## config.mk

```make
export PLATFORM = sky130hd
export DESIGN_NAME = voq_egress_scheduler_flat
export DESIGN_NICKNAME = d
export VERILOG_FILES = /design/src/rtl/voq_egress_scheduler_if.sv /design/src/rtl/voq_egress_scheduler.sv /design/src/flat_wrapper.sv
export SDC_FILE = /design/constraint.sdc
export NUM_CORES = 1
export LEC_CHECK = 0
export BUFFER_PORTS_ARGS = -buffer_cell sky130_fd_sc_hd__buf_2
export CAP_MARGIN = 20
export CORE_MARGIN = 2
export CORE_UTILIZATION = 57
export CTS_BUF_LIST = sky130_fd_sc_hd__clkbuf_8
export DETAILED_ROUTE_END_ITERATION = 7
export PLACE_DENSITY = 0.95
export SKIP_LAST_GASP = 1
export SLEW_MARGIN = 30
export SYNTH_ARGS = -nofsm -noshare
export SYNTH_HDL_FRONTEND = slang
export SYNTH_SLANG_ARGS = --single-unit
export TNS_END_PERCENT = 20
```

## constraint.sdc

```tcl
create_clock -name clk -period 4.7 [get_ports clk]
set_input_delay 1.175 -clock clk [delete_from_list [all_inputs] [get_ports clk]]
set_output_delay 1.175 -clock clk [all_outputs]
set_load 0.005 [all_outputs]
```

## src/rtl/voq_egress_scheduler_if.sv

```systemverilog
// Stream bundle between one egress scheduler and the fabric queue read side / egress pins.
// The master side is the scheduler. The slave side is the queue plus the downstream consumer.
interface voq_egress_scheduler_if #(
  parameter int PORT_NUB_TOTAL = 4,
  parameter int DATA_WIDTH     = 16
) ();
  localparam int WIDTH_SEL = $clog2(PORT_NUB_TOTAL);

  logic [PORT_NUB_TOTAL-1:0] empty;
  logic [DATA_WIDTH-1:0]     data_in;
  logic                      data_eop_in;
  logic                      qos_mode;
  logic                      ready;
  logic                      rd_en;
  logic [WIDTH_SEL-1:0]      rd_sel;
  logic                      rd_sop;
  logic                      rd_eop;
  logic                      rd_vld;
  logic [DATA_WIDTH-1:0]     rd_data;
  logic                      busy;
  logic                      error;

  modport master (
    input  empty, data_in, data_eop_in, qos_mode, ready,
    output rd_en, rd_sel, rd_sop, rd_eop, rd_vld, rd_data, busy, error
  );

  modport slave (
    output empty, data_in, data_eop_in, qos_mode, ready,
    input  rd_en, rd_sel, rd_sop, rd_eop, rd_vld, rd_data, busy, error
  );
endinterface

```

## src/rtl/voq_egress_scheduler.sv

```systemverilog
// Per-egress-port VOQ scheduler: arbitrates round-robin or strict priority between ingress queues,
// then drains the granted queue one whole packet at a time, aborting on a prolonged mid-packet underrun.
module voq_egress_scheduler #(
  parameter int PORT_NUB_TOTAL = 4,
  parameter int DATA_WIDTH     = 16,
  parameter int STALL_MAX      = 255
) (
  input  logic                   clk,
  input  logic                   rst,
  voq_egress_scheduler_if.master bus
);
  localparam int WIDTH_SEL = $clog2(PORT_NUB_TOTAL);
  localparam int CNT_W     = $clog2(STALL_MAX + 1);
  localparam logic [CNT_W-1:0]     STALL_LAST = CNT_W'(STALL_MAX - 1);
  localparam logic [WIDTH_SEL:0]   PORTS_W    = (WIDTH_SEL + 1)'(PORT_NUB_TOTAL);
  localparam logic [WIDTH_SEL-1:0] LAST_PORT  = WIDTH_SEL'(PORT_NUB_TOTAL - 1);

  typedef enum logic [0:0] {IDLE = 1'b0, XFER = 1'b1} state_t;

  state_t                state_r;
  state_t                state_nxt_s;
  logic [WIDTH_SEL-1:0]  grant_r;
  logic [WIDTH_SEL-1:0]  rr_ptr_r;
  logic [CNT_W-1:0]      stall_cnt_r;
  logic                  first_word_r;
  logic                  mode_r;
  logic                  rd_vld_r;
  logic                  rd_sop_r;
  logic                  rd_eop_r;
  logic [DATA_WIDTH-1:0] rd_data_r;
  logic                  error_r;

  logic [WIDTH_SEL-1:0]  base_s;
  logic [WIDTH_SEL:0]    sum_s;
  logic [WIDTH_SEL-1:0]  pick_s;
  logic                  found_s;
  logic                  hit_s;
  logic                  rd_en_s;
  logic                  stall_s;
  logic                  abort_s;

  function automatic logic [WIDTH_SEL-1:0] next_port(input logic [WIDTH_SEL-1:0] p);
    return (p == LAST_PORT) ? '0 : p + WIDTH_SEL'(1);
  endfunction

  // Arbiter: scan from base (0 for strict, rr_ptr for round-robin) and take the first pending VOQ.
  always_comb begin
    base_s  = bus.qos_mode ? '0 : rr_ptr_r;
    pick_s  = '0;
    found_s = 1'b0;
    sum_s   = '0;
    hit_s   = 1'b0;
    for (int k = 0; k < PORT_NUB_TOTAL; k++) begin
      sum_s   = {1'b0, base_s} + (WIDTH_SEL + 1)'(k);
      sum_s   = (sum_s >= PORTS_W) ? (sum_s - PORTS_W) : sum_s;
      hit_s   = !found_s && !bus.empty[sum_s[WIDTH_SEL-1:0]];
      pick_s  = hit_s ? sum_s[WIDTH_SEL-1:0] : pick_s;
      found_s = found_s | hit_s;
    end
  end

  // Next-state and pop/stall decode.
  always_comb begin
    state_nxt_s = state_r;
    rd_en_s     = 1'b0;
    stall_s     = 1'b0;
    abort_s     = 1'b0;
    case (state_r)
      IDLE: begin
        if (found_s) begin
          state_nxt_s = XFER;
        end else begin
          state_nxt_s = IDLE;
        end
      end
      XFER: begin
        rd_en_s = bus.ready & ~bus.empty[grant_r];
        stall_s = bus.ready & bus.empty[grant_r];
        abort_s = stall_s & (stall_cnt_r == STALL_LAST);
        if ((rd_en_s & bus.data_eop_in) | abort_s) begin
          state_nxt_s = IDLE;
        end else begin
          state_nxt_s = XFER;
        end
      end
      default: state_nxt_s = IDLE;
    endcase
  end

  // State register.
  always_ff @(posedge clk) begin
    if (rst) begin
      state_r <= IDLE;
    end else begin
      state_r <= state_nxt_s;
    end
  end

  // Grant, round-robin pointer, stall counter and the registered egress word.
  always_ff @(posedge clk) begin
    if (rst) begin
      grant_r      <= '0;
      rr_ptr_r     <= '0;
      stall_cnt_r  <= '0;
      first_word_r <= 1'b0;
      mode_r       <= 1'b0;
      rd_vld_r     <= 1'b0;
      rd_sop_r     <= 1'b0;
      rd_eop_r     <= 1'b0;
      rd_data_r    <= '0;
      error_r      <= 1'b0;
    end else begin
      rd_vld_r  <= rd_en_s;
      rd_sop_r  <= rd_en_s & first_word_r;
      rd_eop_r  <= rd_en_s & bus.data_eop_in;
      rd_data_r <= rd_en_s ? bus.data_in : rd_data_r;
      error_r   <= abort_s;
      case (state_r)
        IDLE: begin
          stall_cnt_r <= '0;
          if (found_s) begin
            grant_r      <= pick_s;
            first_word_r <= 1'b1;
            mode_r       <= bus.qos_mode;
          end
        end
        XFER: begin
          // Backpressure (ready low) leaves the stall counter untouched.
          if (rd_en_s) begin
            first_word_r <= 1'b0;
            stall_cnt_r  <= '0;
            if (bus.data_eop_in && !mode_r) begin
              rr_ptr_r <= next_port(grant_r);
            end
          end else if (abort_s) begin
            stall_cnt_r <= '0;
            if (!mode_r) begin
              rr_ptr_r <= next_port(grant_r);
            end
          end else if (stall_s) begin
            stall_cnt_r <= stall_cnt_r + CNT_W'(1);
          end
        end
        default: stall_cnt_r <= '0;
      endcase
    end
  end

  // A pop requested while reset is asserted would be lost by the queue, so gate it.
  assign bus.rd_en   = rd_en_s & ~rst;
  assign bus.rd_sel  = grant_r;
  assign bus.rd_sop  = rd_sop_r;
  assign bus.rd_eop  = rd_eop_r;
  assign bus.rd_vld  = rd_vld_r;
  assign bus.rd_data = rd_data_r;
  assign bus.busy    = (state_r == XFER);
  assign bus.error   = error_r;
endmodule

```

## src/flat_wrapper.sv

```systemverilog
// flat-port wrapper written by rule: the top's interface ports become plain ports
module voq_egress_scheduler_flat 
#(
  parameter int PORT_NUB_TOTAL = 4,
  parameter int DATA_WIDTH     = 16,
  parameter int STALL_MAX      = 255
)
  (clk, rst, bus_empty, bus_data_in, bus_data_eop_in, bus_qos_mode, bus_ready, bus_rd_en, bus_rd_sel, bus_rd_sop, bus_rd_eop, bus_rd_vld, bus_rd_data, bus_busy, bus_error);
  voq_egress_scheduler_if #(.PORT_NUB_TOTAL(PORT_NUB_TOTAL), .DATA_WIDTH(DATA_WIDTH)) bus_i ();
  input  logic clk;
  input  logic rst;
  input wire logic [$bits(bus_i.empty)-1:0] bus_empty;
  input wire logic [$bits(bus_i.data_in)-1:0] bus_data_in;
  input wire logic [$bits(bus_i.data_eop_in)-1:0] bus_data_eop_in;
  input wire logic [$bits(bus_i.qos_mode)-1:0] bus_qos_mode;
  input wire logic [$bits(bus_i.ready)-1:0] bus_ready;
  output wire logic [$bits(bus_i.rd_en)-1:0] bus_rd_en;
  output wire logic [$bits(bus_i.rd_sel)-1:0] bus_rd_sel;
  output wire logic [$bits(bus_i.rd_sop)-1:0] bus_rd_sop;
  output wire logic [$bits(bus_i.rd_eop)-1:0] bus_rd_eop;
  output wire logic [$bits(bus_i.rd_vld)-1:0] bus_rd_vld;
  output wire logic [$bits(bus_i.rd_data)-1:0] bus_rd_data;
  output wire logic [$bits(bus_i.busy)-1:0] bus_busy;
  output wire logic [$bits(bus_i.error)-1:0] bus_error;
  assign bus_i.empty = bus_empty;
  assign bus_i.data_in = bus_data_in;
  assign bus_i.data_eop_in = bus_data_eop_in;
  assign bus_i.qos_mode = bus_qos_mode;
  assign bus_i.ready = bus_ready;
  assign bus_rd_en = bus_i.rd_en;
  assign bus_rd_sel = bus_i.rd_sel;
  assign bus_rd_sop = bus_i.rd_sop;
  assign bus_rd_eop = bus_i.rd_eop;
  assign bus_rd_vld = bus_i.rd_vld;
  assign bus_rd_data = bus_i.rd_data;
  assign bus_busy = bus_i.busy;
  assign bus_error = bus_i.error;
  voq_egress_scheduler #(.PORT_NUB_TOTAL(PORT_NUB_TOTAL), .DATA_WIDTH(DATA_WIDTH), .STALL_MAX(STALL_MAX)) u_core (.clk(clk), .rst(rst), .bus(bus_i));
endmodule
```

==> flow_summary.toml <==
[cts]
clk_latency_ns = 0.29
htree_levels = 2
post_cts_buffers = 0
cts_resized = 0
cts_sinks = 35
numCtsBuffers = 5
clock_path_buffers = 2
clockRootBuffer = "clkbuf_8"
path_clk_slew_ns = 0.07
cts_tree = "yes"
cts_hold_buf = 0

[grt]
antenna_found_initial = 0
grt_max_degree = 35
grt_pass1_wl_um = 6150
grtUsageTotal_pct = 24.3
grt_pass1_vias = 1419
grt-ovfl-total = 0

[drt]
wl_met2_um = 1770
m1WireLength_um = 1510
wl_um = 3610
first_pass_iters = 4
vias = 1551
vias_per_cell = 5.70
wl_met3_um = 231
drt_iter0_drc = 45
top_layer_used = "met4"
avgRoutedWirePerCell_um = 13.3
ant_nets = 0
drc_errors = 0

[power_and_ir_drop]
switchingPower_uw = 154
seqPwrFrac_pct = 53.2
ir_worst_vdd_mv = 0.363
design_power_total_uw = 594
internal-power_uw = 440
pwr-share-comb_pct = 11.8
p_leak_uw = 0.000828
power-per-cell-area_nw_per_um2 = 307
swShare_pct = 26.0
p_clk_share_pct = 34.9

[worst_setup_path]
cp.arrival_ns = 2.69
crit_fanout = 18
start_kind = "input port"
end_kind = "output port"
critPathRequiredTime_ns = 3.52
criticalPathCategory = "in -> out"
reg2regPathDepth = 4

[synth]
synth_compound_area_share_pct = 19.1
synthAdderAreaFrac_pct = 2.32
synth-xor-area-share_pct = 1.08
async_flop_share_pct = 0
synth.yosys.seq_area_share_pct = 43.4
syn-num-nets = 221
ys.flop_type = "dfxtp_1"
synth_top_family_by_area = "simple AND/OR/NAND/NOR gates"
syn_area_sq_um = 1620
avgSynthCellArea_sq_um = 8.37
ys_seq_elements = 35
muxShareOfSynthArea_pct = 4.03
synth_edf_count = 0
synth_cell_types = 49
synth-simple-area-share_pct = 25.6
synthCells = 193
ys.warnings.count = 0

[finish]
layout_commonest_cell = "buf_2"
fillers = 235
area_growth_pct = 19.8
ff_latch_area_sq_um = 701
num_antenna_cells = 0
layout_common_cells = "buf_2 (48), nand2_1 (42), dfxtp_1 (35), a21oi_1 (23), nor2_1 (10)"
multi_input_area_sq_um = 843
drive_gt1_share_pct = 26.6
num-nets-final = 268
utilization_pct = 70.8

[sta]
period_needed_ns = 3.86
slew_viol_final = 0
maxSlewHeadroom_pct = 52.5
skew_ns = 0.00338
period_share_pct = 82.2
setup_violations = 0
fmax_mhz = 259
fin_setup_tns_ns = 0
rsz0062_at_grt = "false"
hold_violations = 0
tightest_slew_ns = 0.703
fin_ws_ns = 0.838

[floorplanning]
row_count = 19
ios = 49
die_w_um = 57.2
dieArea_sq_um = 3280
coreArea_sq_um = 2730
die_y_um = 57.2
floorplan.initialDensity_pct = 59.1

[hold_path]
hold_path.class = "reg -> reg"
hold_path_depth = 2

[place]
place.gp.congestion = 0.746
io_buffers = 48
pre_cts_slack_ns = 0.842
hpwl_um = 2580

[flow_run]
cap_violations = 0

[status]
status = "finished, final reports clean"
-- per-stage QoR --
step                      area, sq um  std cells  hold WS, ns
final                            1930        272        0.451
after global routing             1930        272        0.482
after CTS                        1930        272        0.454
after detailed placement         1850        264        0.445
after global placement           1850        264        0.441
after floorplan                  1620        193        0.431
-- cell families (layout without fill, tap and decap cells) --
kind of cell / after synthesis / count (layout)
buffers and inverters: 14 / 62
XOR/XNOR: 2 / 2
multiplexers: 5 / 5
AO/OA/AOI/OAI: 46 / 46
adder cells (fa/ha/maj): 3 / 3
flip-flops: 35 / 35
AND/OR/NAND/NOR: 88 / 88
-- state kept, by name (all words and copies together) (netlist names) --
signal and cells:
u_core.bus.error 1, u_core.bus.rd_sop 1, u_core.rr_ptr_r 2, u_core.bus.rd_sel 2
u_core.stall_cnt_r 8, u_core.bus.rd_vld 1, u_core.bus.rd_eop 1, u_core.bus.rd_data 16
u_core.bus.busy 1, u_core.first_word_r 1, u_core.mode_r 1
-- per-layer routing --
layer	global-route usage, %	vias up
li1	-	770
met1	29.6	713
met2	39.2	60
met3	6.35	8
met4	13.3	0
met5	0	-
-- layout make-up --
type | instances | share of cell area [%]
Inverter | 5 | 0.970
Sequential cell | 35 | 36.2
Timing Repair Buffer | 49 | 12.8
Clock inverter | 3 | 0.841
Multi-Input combinational cell | 144 | 43.6
Clock buffer | 5 | 3.56
Tap cell | 31 | 2.01
-- final timing paths --
check | start | endpoint | slack (ns)
setup / recovery | bus_empty[2] | bus_rd_en | 0.84
hold / removal | u_core.bus.rd_data[14] | u_core.bus.rd_data[14] | 0.45
setup reg to reg | u_core.bus.rd_sel[0] | u_core.bus.rd_data[4] | 2.71
hold reg to reg | u_core.bus.rd_data[14] | u_core.bus.rd_data[14] | 0.45
-- power by group through the flow --
stage	combinational, uW	clock, uW	sequential, uW
6_report	70.3	208	316
2_1_floorplan	42.3	0	322
3_5_place_dp	70.2	0	323
3_3_place_gp	67.8	0	322
5_1_grt	78.1	225	317
4_1_cts	70.6	213	316
-- cells in the mapped netlist, drive strengths merged, types with 3 or more instances --
master	instances	area (sq um)
a21oi	23	115
nor2b	3	18.8
nor3	6	30.0
nand2	42	158
nand3	7	35.0
inv	5	18.8
dfxtp	35	701
ha	3	37.5
buf	5	37.5
nor2	12	50.1
clkbuf	4	15.0
nand2b	3	18.8
-- critical path, stage by stage --
cell,delay (ns)
buf_2,0.15
mux4_2,0.55
or2_1,0.48
nor2_2,0.20
buf_2,0.13
No activity file was read; power rests on OpenSTA's default activity.
